**src/rtl/scan_pkg.sv**
```systemverilog
// Shared definitions for the scan test controller: FSM state encoding,
// default chain length and a small bit-count helper.
package scan_pkg;

  localparam int unsigned DEFAULT_CHAIN_LEN = 15;

  typedef enum logic [2:0] {
    IDLE,
    SHIFT_IN,
    CAPTURE,
    SHIFT_OUT,
    DONE
  } scan_state_e;

  function automatic logic [1:0] bit_sum(input logic a, input logic b);
    return {1'b0, a} + {1'b0, b};
  endfunction

endpackage

```
**src/rtl/scan_cmp.sv**
```systemverilog
// Per-cycle scan-out comparator: counts how many of the two chain outputs
// differ from their expected bit, skipping masked positions.
module scan_cmp
  import scan_pkg::*;
(
  input  logic       so1_i,
  input  logic       so2_i,
  input  logic       exp1_i,
  input  logic       exp2_i,
  input  logic       mask1_i,
  input  logic       mask2_i,
  output logic [1:0] inc_o
);

  logic miss1;
  logic miss2;

  assign miss1 = (so1_i ^ exp1_i) & ~mask1_i;
  assign miss2 = (so2_i ^ exp2_i) & ~mask2_i;
  assign inc_o = bit_sum(miss1, miss2);

endmodule

```
**src/rtl/scan_test_ctrl.sv**
```systemverilog
// Two-chain scan test controller: shift in, single capture, shift out and count mismatches.
// Defining SCAN_TEST_CTRL_MASK_EN adds mask1/mask2 inputs that exclude bit positions from the compare.
module scan_test_ctrl
  import scan_pkg::*;
#(
  parameter int unsigned CHAIN_LEN = DEFAULT_CHAIN_LEN,
  localparam int unsigned CNT_W = $clog2(2 * CHAIN_LEN + 1),
  localparam int unsigned IDX_W = $clog2(CHAIN_LEN)
) (
  input  logic                 refclk,
  input  logic                 reset,
  input  logic                 start,
  input  logic [CHAIN_LEN-1:0] pat1,
  input  logic [CHAIN_LEN-1:0] pat2,
  input  logic [CHAIN_LEN-1:0] exp1,
  input  logic [CHAIN_LEN-1:0] exp2,
`ifdef SCAN_TEST_CTRL_MASK_EN
  input  logic [CHAIN_LEN-1:0] mask1,
  input  logic [CHAIN_LEN-1:0] mask2,
`endif
  input  logic                 so1,
  input  logic                 so2,
  output logic                 test_mode,
  output logic                 se,
  output logic                 si1,
  output logic                 si2,
  output logic                 busy,
  output logic                 done,
  output logic                 pass,
  output logic [CNT_W-1:0]     mismatch_cnt
);

  localparam int unsigned MSB = CHAIN_LEN - 1;
  localparam logic [IDX_W-1:0] LAST_IDX = IDX_W'(CHAIN_LEN - 1);

  scan_state_e          state_q;
  logic [IDX_W-1:0]     bit_q;
  logic [CHAIN_LEN-1:0] pat1_q;
  logic [CHAIN_LEN-1:0] pat2_q;
  logic [CHAIN_LEN-1:0] exp1_q;
  logic [CHAIN_LEN-1:0] exp2_q;
  logic [CNT_W-1:0]     cnt_q;
  logic [CNT_W-1:0]     cnt_d;
  logic                 test_mode_q;
  logic                 se_q;
  logic                 si1_q;
  logic                 si2_q;
  logic                 busy_q;
  logic                 done_q;
  logic                 pass_q;
  logic                 accept;
  logic                 shift_out;
  logic                 last_bit;
  logic                 mask1_bit;
  logic                 mask2_bit;
  logic [1:0]           inc;

  assign accept    = (state_q == IDLE) && start;
  assign shift_out = (state_q == SHIFT_OUT);
  assign last_bit  = (bit_q == LAST_IDX);
  assign cnt_d     = shift_out ? cnt_q + CNT_W'(inc) : cnt_q;

  // Pattern and expected registers shift left so the bit in use is always the MSB.
`ifdef SCAN_TEST_CTRL_MASK_EN
  logic [CHAIN_LEN-1:0] mask1_q;
  logic [CHAIN_LEN-1:0] mask2_q;

  always_ff @(posedge refclk or negedge reset) begin
    if (!reset) begin
      mask1_q <= '0;
      mask2_q <= '0;
    end else if (accept) begin
      mask1_q <= mask1;
      mask2_q <= mask2;
    end else if (shift_out) begin
      mask1_q <= mask1_q << 1;
      mask2_q <= mask2_q << 1;
    end
  end

  assign mask1_bit = mask1_q[MSB];
  assign mask2_bit = mask2_q[MSB];
`else
  assign mask1_bit = 1'b0;
  assign mask2_bit = 1'b0;
`endif

  scan_cmp u_cmp (
    .so1_i  (so1),
    .so2_i  (so2),
    .exp1_i (exp1_q[MSB]),
    .exp2_i (exp2_q[MSB]),
    .mask1_i(mask1_bit),
    .mask2_i(mask2_bit),
    .inc_o  (inc)
  );

  always_ff @(posedge refclk or negedge reset) begin
    if (!reset) begin
      state_q     <= IDLE;
      bit_q       <= '0;
      pat1_q      <= '0;
      pat2_q      <= '0;
      exp1_q      <= '0;
      exp2_q      <= '0;
      cnt_q       <= '0;
      test_mode_q <= 1'b0;
      se_q        <= 1'b0;
      si1_q       <= 1'b0;
      si2_q       <= 1'b0;
      busy_q      <= 1'b0;
      done_q      <= 1'b0;
      pass_q      <= 1'b0;
    end else begin
      done_q <= 1'b0;
      unique case (state_q)
        IDLE: begin
          if (start) begin
            state_q     <= SHIFT_IN;
            bit_q       <= '0;
            pat1_q      <= pat1 << 1;
            pat2_q      <= pat2 << 1;
            exp1_q      <= exp1;
            exp2_q      <= exp2;
            cnt_q       <= '0;
            pass_q      <= 1'b0;
            test_mode_q <= 1'b1;
            se_q        <= 1'b1;
            si1_q       <= pat1[MSB];
            si2_q       <= pat2[MSB];
            busy_q      <= 1'b1;
          end
        end
        SHIFT_IN: begin
          if (last_bit) begin
            state_q <= CAPTURE;
            bit_q   <= '0;
            se_q    <= 1'b0;
            si1_q   <= 1'b0;
            si2_q   <= 1'b0;
          end else begin
            bit_q  <= bit_q + IDX_W'(1);
            si1_q  <= pat1_q[MSB];
            si2_q  <= pat2_q[MSB];
            pat1_q <= pat1_q << 1;
            pat2_q <= pat2_q << 1;
          end
        end
        CAPTURE: begin
          state_q <= SHIFT_OUT;
          se_q    <= 1'b1;
        end
        SHIFT_OUT: begin
          // The final compare lands on the same edge as the move to DONE, so pass uses cnt_d.
          cnt_q  <= cnt_d;
          exp1_q <= exp1_q << 1;
          exp2_q <= exp2_q << 1;
          if (last_bit) begin
            state_q <= DONE;
            bit_q   <= '0;
            se_q    <= 1'b0;
            done_q  <= 1'b1;
            pass_q  <= (cnt_d == '0);
          end else begin
            bit_q <= bit_q + IDX_W'(1);
          end
        end
        DONE: begin
          state_q     <= IDLE;
          test_mode_q <= 1'b0;
          busy_q      <= 1'b0;
        end
        default: state_q <= IDLE;
      endcase
    end
  end

  assign test_mode    = test_mode_q;
  assign se           = se_q;
  assign si1          = si1_q;
  assign si2          = si2_q;
  assign busy         = busy_q;
  assign done         = done_q;
  assign pass         = pass_q;
  assign mismatch_cnt = cnt_q;

endmodule

```
**config.mk**
```make
export PLATFORM = sky130hd
export DESIGN_NAME = scan_test_ctrl
export DESIGN_NICKNAME = d
export VERILOG_FILES = /design/src/rtl/scan_pkg.sv /design/src/rtl/scan_cmp.sv /design/src/rtl/scan_test_ctrl.sv
export SDC_FILE = /design/constraint.sdc
export NUM_CORES = 1
export LEC_CHECK = 0
export CAP_MARGIN = 5
export CORE_MARGIN = 3
export CORE_UTILIZATION = 44
export DETAILED_ROUTE_END_ITERATION = 10
export PLACE_DENSITY = 0.71
export SYNTH_ARGS = -nofsm -noshare
export SYNTH_HDL_FRONTEND = slang
export SYNTH_SLANG_ARGS = --single-unit
```
**constraint.sdc**
```tcl
create_clock -name refclk -period 3 [get_ports refclk]
set_input_delay 0.3 -clock refclk [delete_from_list [all_inputs] [get_ports refclk]]
set_output_delay 0.3 -clock refclk [all_outputs]
set_load 0.02 [all_outputs]
```
Word level (Yosys, flattened, before mapping):

Cells that the tools add are included.
Widths: inputs -> output; s select.

* bitwise operators: 2
* $add $sub $neg: 3
* mux-type cells: 35
* reductions and logical operators: 16
* equal/unequal tests: 10

Operator list (number)
* $pmux 15 s2: 4
* $mux 15: 6
* $pmux 3 s4: 1
* $reduce_and 3->1: 4
* $mux 1: 10
* $mux 5: 2
* $pmux 5 s2: 1
* $mux 3: 3
* $mux 4: 2
* $pmux 1 s2: 4
* $pmux 4 s2: 1
* $reduce_and 2->1: 4
* $reduce_bool 2->1: 4
* $eq 3x2->1 const B: 2
* $ne 2x2->1 const B: 3
* $add 5x2->5: 1
* $logic_not 5->1: 1
* $add 4x1->4 const B: 1
* $eq 4x4->1 const B: 1
* $ne 2x1->1 const B: 2
* $eq 3x1->1 const B: 1
* $eq 3x3->1 const B: 1
* $logic_not 3->1: 1
* $pmux 1 s3: 1
* 4 further kinds: 5

* register bits after elaboration: 78
* word-level logic and storage cells: 79
* output and inout port bits: 12
* input bits: 65

Depth between registers and ports, before layout:

* depth after elaboration: 7
* depth in mapped cells: 9
* gate-level depth less buffers: 8

Hierarchy:

Synthesis repeated with hierarchy kept, for this count alone.

* cell total of the unflattened synthesis: 355
* area total of the unflattened synthesis: 3611.0 µm²

By module, submodules not included
* scan_test_ctrl: cells an instance 350, times used 1, area each 3573.4 µm²
* scan_cmp: cells an instance 5, times used 1, area each 37.5 µm²

Worst setup path before layout:

OpenSTA, ideal clock, no wires.

* kind: register to register
* start point: register cnt_q[0] (netlist: mismatch_cnt[0])
* end point: register pass_q (netlist: pass)
* buffers on the path: 0
* required time: 2.874 ns
* setup slack: 0.947 ns
* cell stages (with the launch flop): 9
* arrival: 1.927 ns
* clock period less this slack: 2.053 ns
* cells stage by stage: dfrtp_1 -> inv_1 -> fa_1 -> inv_1 -> ha_1 -> nand3_1 -> or4_1 -> o211ai_1 -> o22ai_1

* word-level cells in the longest chain between the ends: 5

RTL lines
* from (decl): line scan_test_ctrl.sv:42 `logic [CNT_W-1:0] cnt_q;`
* from (signal assigned): line scan_test_ctrl.sv:155 `cnt_q <= cnt_d;`
* $add 5x2->5: line scan_test_ctrl.sv:61 `assign cnt_d = shift_out ? cnt_q + CNT_W'(inc) : cnt_q;`
* $mux 5 *: line scan_test_ctrl.sv:61
* $logic_not 5->1 *: line scan_test_ctrl.sv:163 `pass_q <= (cnt_d == '0);`
* $mux 1 *: line scan_test_ctrl.sv:158 `if (last_bit) begin`
* $pmux 1 s2 *: line scan_test_ctrl.sv:116 `unique case (state_q)`
* to (signal assigned): line scan_test_ctrl.sv:163
* to (decl): line scan_test_ctrl.sv:50 `logic pass_q;`

Mark *: on every way between the ends. The rest lies on a longest branch, timed or not. The select of a mux whose other input is x is not followed.
A chain may end at the register's enable or synchronous reset.

Final worst setup path:

* start point: register bit_q[0]
* end point: register pat1_q[1]

* word-level cells in the longest chain between the ends: 3

RTL lines
* from (decl): line scan_test_ctrl.sv:37 `logic [IDX_W-1:0] bit_q;`
* from (signal assigned): line scan_test_ctrl.sv:142 `bit_q <= bit_q + IDX_W'(1);`
* from (signal assigned): line scan_test_ctrl.sv:165 `bit_q <= bit_q + IDX_W'(1);`
* $eq 4x4->1: line scan_test_ctrl.sv:60 `assign last_bit = (bit_q == LAST_IDX);`
* $ne 2x2->1 (no source line)
* $reduce_and 3->1 (no source line)
* to (signal assigned): line scan_test_ctrl.sv:121 `pat1_q <= pat1 << 1;`
* to (signal assigned): line scan_test_ctrl.sv:145 `pat1_q <= pat1_q << 1;`
* to (decl): line scan_test_ctrl.sv:38 `logic [CHAIN_LEN-1:0] pat1_q;`

Every way passes these cells.

==> flow_metrics.env <==
export IMPL_placement_io_buffers=76
export IMPL_powerDensity_nw_per_um2=1000
export IMPL_cp_arrival_ns=2.43
export IMPL_final_net_count=485
export IMPL_critPathSlowestCell="buf_4"
export IMPL_synth_edf_count=0
export IMPL_initial_core_util_pct=47.0
export IMPL_ctsHoldBuffers=0
export IMPL_power_leakage_nw=1.85
export IMPL_async_flop_share_pct=100
export IMPL_drive_gt1_share_pct=5.71
export IMPL_grt_pass1_wl_mm=12.4
export IMPL_root_buffer="clkbuf_8"
export IMPL_cts_htree_levels=3
export IMPL_synth_distinct_cells=38
export IMPL_report_final_slew_viol_count=0
export IMPL_cts_tree="built"
export IMPL_track_usage_pct=17.5
export IMPL_yosysWarnings=0
export IMPL_drc_errors=0
export IMPL_antenna_found_initial=0
export IMPL_period_minus_slack_ns=2.18
export IMPL_place_congestion=0.772
export IMPL_via_per_inst=5.24
export IMPL_io_pins=77
export IMPL_die_w_um=95.5
export IMPL_cp_top_family="buffers and inverters"
export IMPL_multi_input_comb_area_um2=1410
export IMPL_synth_seq_cells=76
export IMPL_yosys_area_top_type="dfrtp_1"
export IMPL_cts_buffers_inserted=9
export IMPL_drt_pass1_iterations=4
export IMPL_worstPathMaxFanout=56
export IMPL_required_ns=3.25
export IMPL_first_iter_violations=155
export IMPL_row_count=31
export IMPL_tns_ns=0
export IMPL_period_share_pct=72.7
export IMPL_dpl_hpwl_mm=4.94
export IMPL_cts_num_sinks=76
export IMPL_hold_path_class="in -> async"
export IMPL_grt_max_degree=77
export IMPL_tightest_slew_ns=0.953
export IMPL_synth_avg_cell_area_um2=10.0
export IMPL_p_total_mw=4.49
export IMPL_num_antenna_cells=0
export IMPL_status="complete, no violations"
export IMPL_syn_nets=421
export IMPL_cp_start_kind="flop"
export IMPL_grt_remaining_overflow=0
export IMPL_rsz0062_at_grt="no"
export IMPL_via_count=2717
export IMPL_nFillCells=641
export IMPL_cts_resized=0
export IMPL_ant_nets=0
export IMPL_yosysSeqAreaShare_pct=54.0
export IMPL_post_cts_buffers=0
export IMPL_crit_type="reg -> reg"
export IMPL_critPathBufInv=2
export IMPL_ir_worst_vdd_mv=0.383
export IMPL_clkTransAtPathRegs_ns=0.08
export IMPL_cpPeakStageDelay_ns=0.49
export IMPL_synth_commonest_cells="nor2_1, dfrtp_1, a21oi_1, o22ai_1, mux2i_1"
export IMPL_wire_per_inst_um=14.0
export IMPL_syn_cell_area_um2=3520
export IMPL_area_growth_pct=27.0
export IMPL_finalSetupViolations=0
export IMPL_die_area_um2=9110
export IMPL_post_synth_top_count_cell="nor2_1"
export IMPL_crit_chain="inv_1, ha_1, and3_1, a2111oi_4, buf_4, nand3b_1, o21ai_0"
export IMPL_core_area_um2=7490
export IMPL_synthCells=352
export IMPL_clock_skew_ns=0.00978
export IMPL_synth_top_area_share_pct=54.0
export IMPL_seqCellArea_um2=1900
export IMPL_ctsLongestPathBuffers=2
export IMPL_grt_pass1_vias=2683
export IMPL_wirelength_mm=7.27
export IMPL_cp_end_kind="flop"
export IMPL_clk_latency_ns=0.34
export IMPL_yosys_top_cells_area="dfrtp_1, nor2_1, mux2i_1"
export IMPL_synth_flop_cell="dfrtp_1"
export IMPL_max_freq_ghz=0.458
export IMPL_cap_violations=0
export IMPL_max_slew_margin_pct=36.5
export IMPL_die_h_um=95.5
export IMPL_final_hold_violation_count=0
-- cell type report --
cell class	count	area share (%)
multi-input combinational	242	31.5
timing repair buffer	80	17.6
inverter	7	0.587
clock inverter	4	1.62
tap	99	2.77
sequential	76	42.5
clock buffer	11	3.38
-- per-layer routing --
layer / wire length, um / track usage, %
met1: 3340 / 23.7
met2: 3370 / 27.1
met3: 468 / 4.58
met4: 97 / 6.40
met5: 0 / 0
-- where the power goes --
part	leakage [nW]	switching (mW)	internal, mW
logic	0.878	1.03	0.847
registers	0.861	0.278	1.47
clock network	0.111	0.355	0.508
total	1.85	1.66	2.82
-- cells in the final DEF (no fill, tap or decap), types with 3 or more instances in the layout --
cell,n
nor2_1,93
dfrtp_1,76
clkdlybuf4s50_1,75
a21oi_1,30
o22ai_1,30
mux2i_1,26
clkbuf_8,11
inv_1,7
o21ai_0,7
nand2_1,7
o21ai_1,6
buf_4,5
nand3b_1,4
nand3_1,4
xnor2_1,3
a22o_1,3
ha_1,3
-- stage by stage --
step           hold slack, ns  setup slack [ns]  area (um^2)  cells  util (%)
4_1_cts                 0.146             0.808         4470    519      59.8
6_report               0.0768             0.818         4470    519      59.8
3_5_place_dp            0.486             0.539         4250    504      56.8
3_3_place_gp            0.473             0.574         4250    504      56.8
5_1_grt                 0.184             0.591         4470    519      59.8
2_1_floorplan         0.00441             0.947         3520    352         -
-- cell families (layout without fill, tap and decap cells) --
| family | count (synthesis) | count (layout) | synth area share (%) |
|---|---|---|---|
| multiplexers | 26 | 26 | 7.39 |
| buffers and inverters | 34 | 102 | 5.97 |
| AND/OR/NAND/NOR | 123 | 123 | 15.2 |
| AO/OA/AOI/OAI | 84 | 84 | 14.5 |
| flip-flops | 76 | 76 | 54.0 |
| adder cells (fa/ha/maj) | 4 | 4 | 1.63 |
| XOR/XNOR | 5 | 5 | 1.24 |
-- final timing paths --
kind,startpoint,to,slack (ns),cells after the start
worst min register to register,si1$_DFFE_PN0P_,si1$_DFFE_PN0P_,0.50,2
worst max register to register,bit_q[0]$_DFFE_PN0P_,pat1_q[1]$_DFFE_PN0P_,0.82,7
worst max-delay path,bit_q[0]$_DFFE_PN0P_,pat1_q[1]$_DFFE_PN0P_,0.82,7
max in group asynchronous,reset,exp1_q[1]$_DFFE_PN0P_,2.27,1
worst min-delay path,reset,pat1_q[3]$_DFFE_PN0P_,0.08,1
min in group refclk,si1$_DFFE_PN0P_,si1$_DFFE_PN0P_,0.50,2
-- worst reg2reg max path, stage by stage (launching register included) --
cell,delay [ns]
dfrtp_1,0.41
inv_1,0.06
ha_1,0.20
and3_1,0.32
a2111oi_4,0.38
buf_4,0.49
nand3b_1,0.14
o21ai_0,0.10
-- state kept, by name (all words and copies together) (netlist names) --
name and flops:
pat2_q 14, si1 1, bit_q 4, exp1_q 15, se 1, pat1_q 14
mismatch_cnt 5, done 1, si2 1, pass 1, state_q 3, exp2_q 15
busy 1
Note: power is estimated with default switching activity, not from simulation.
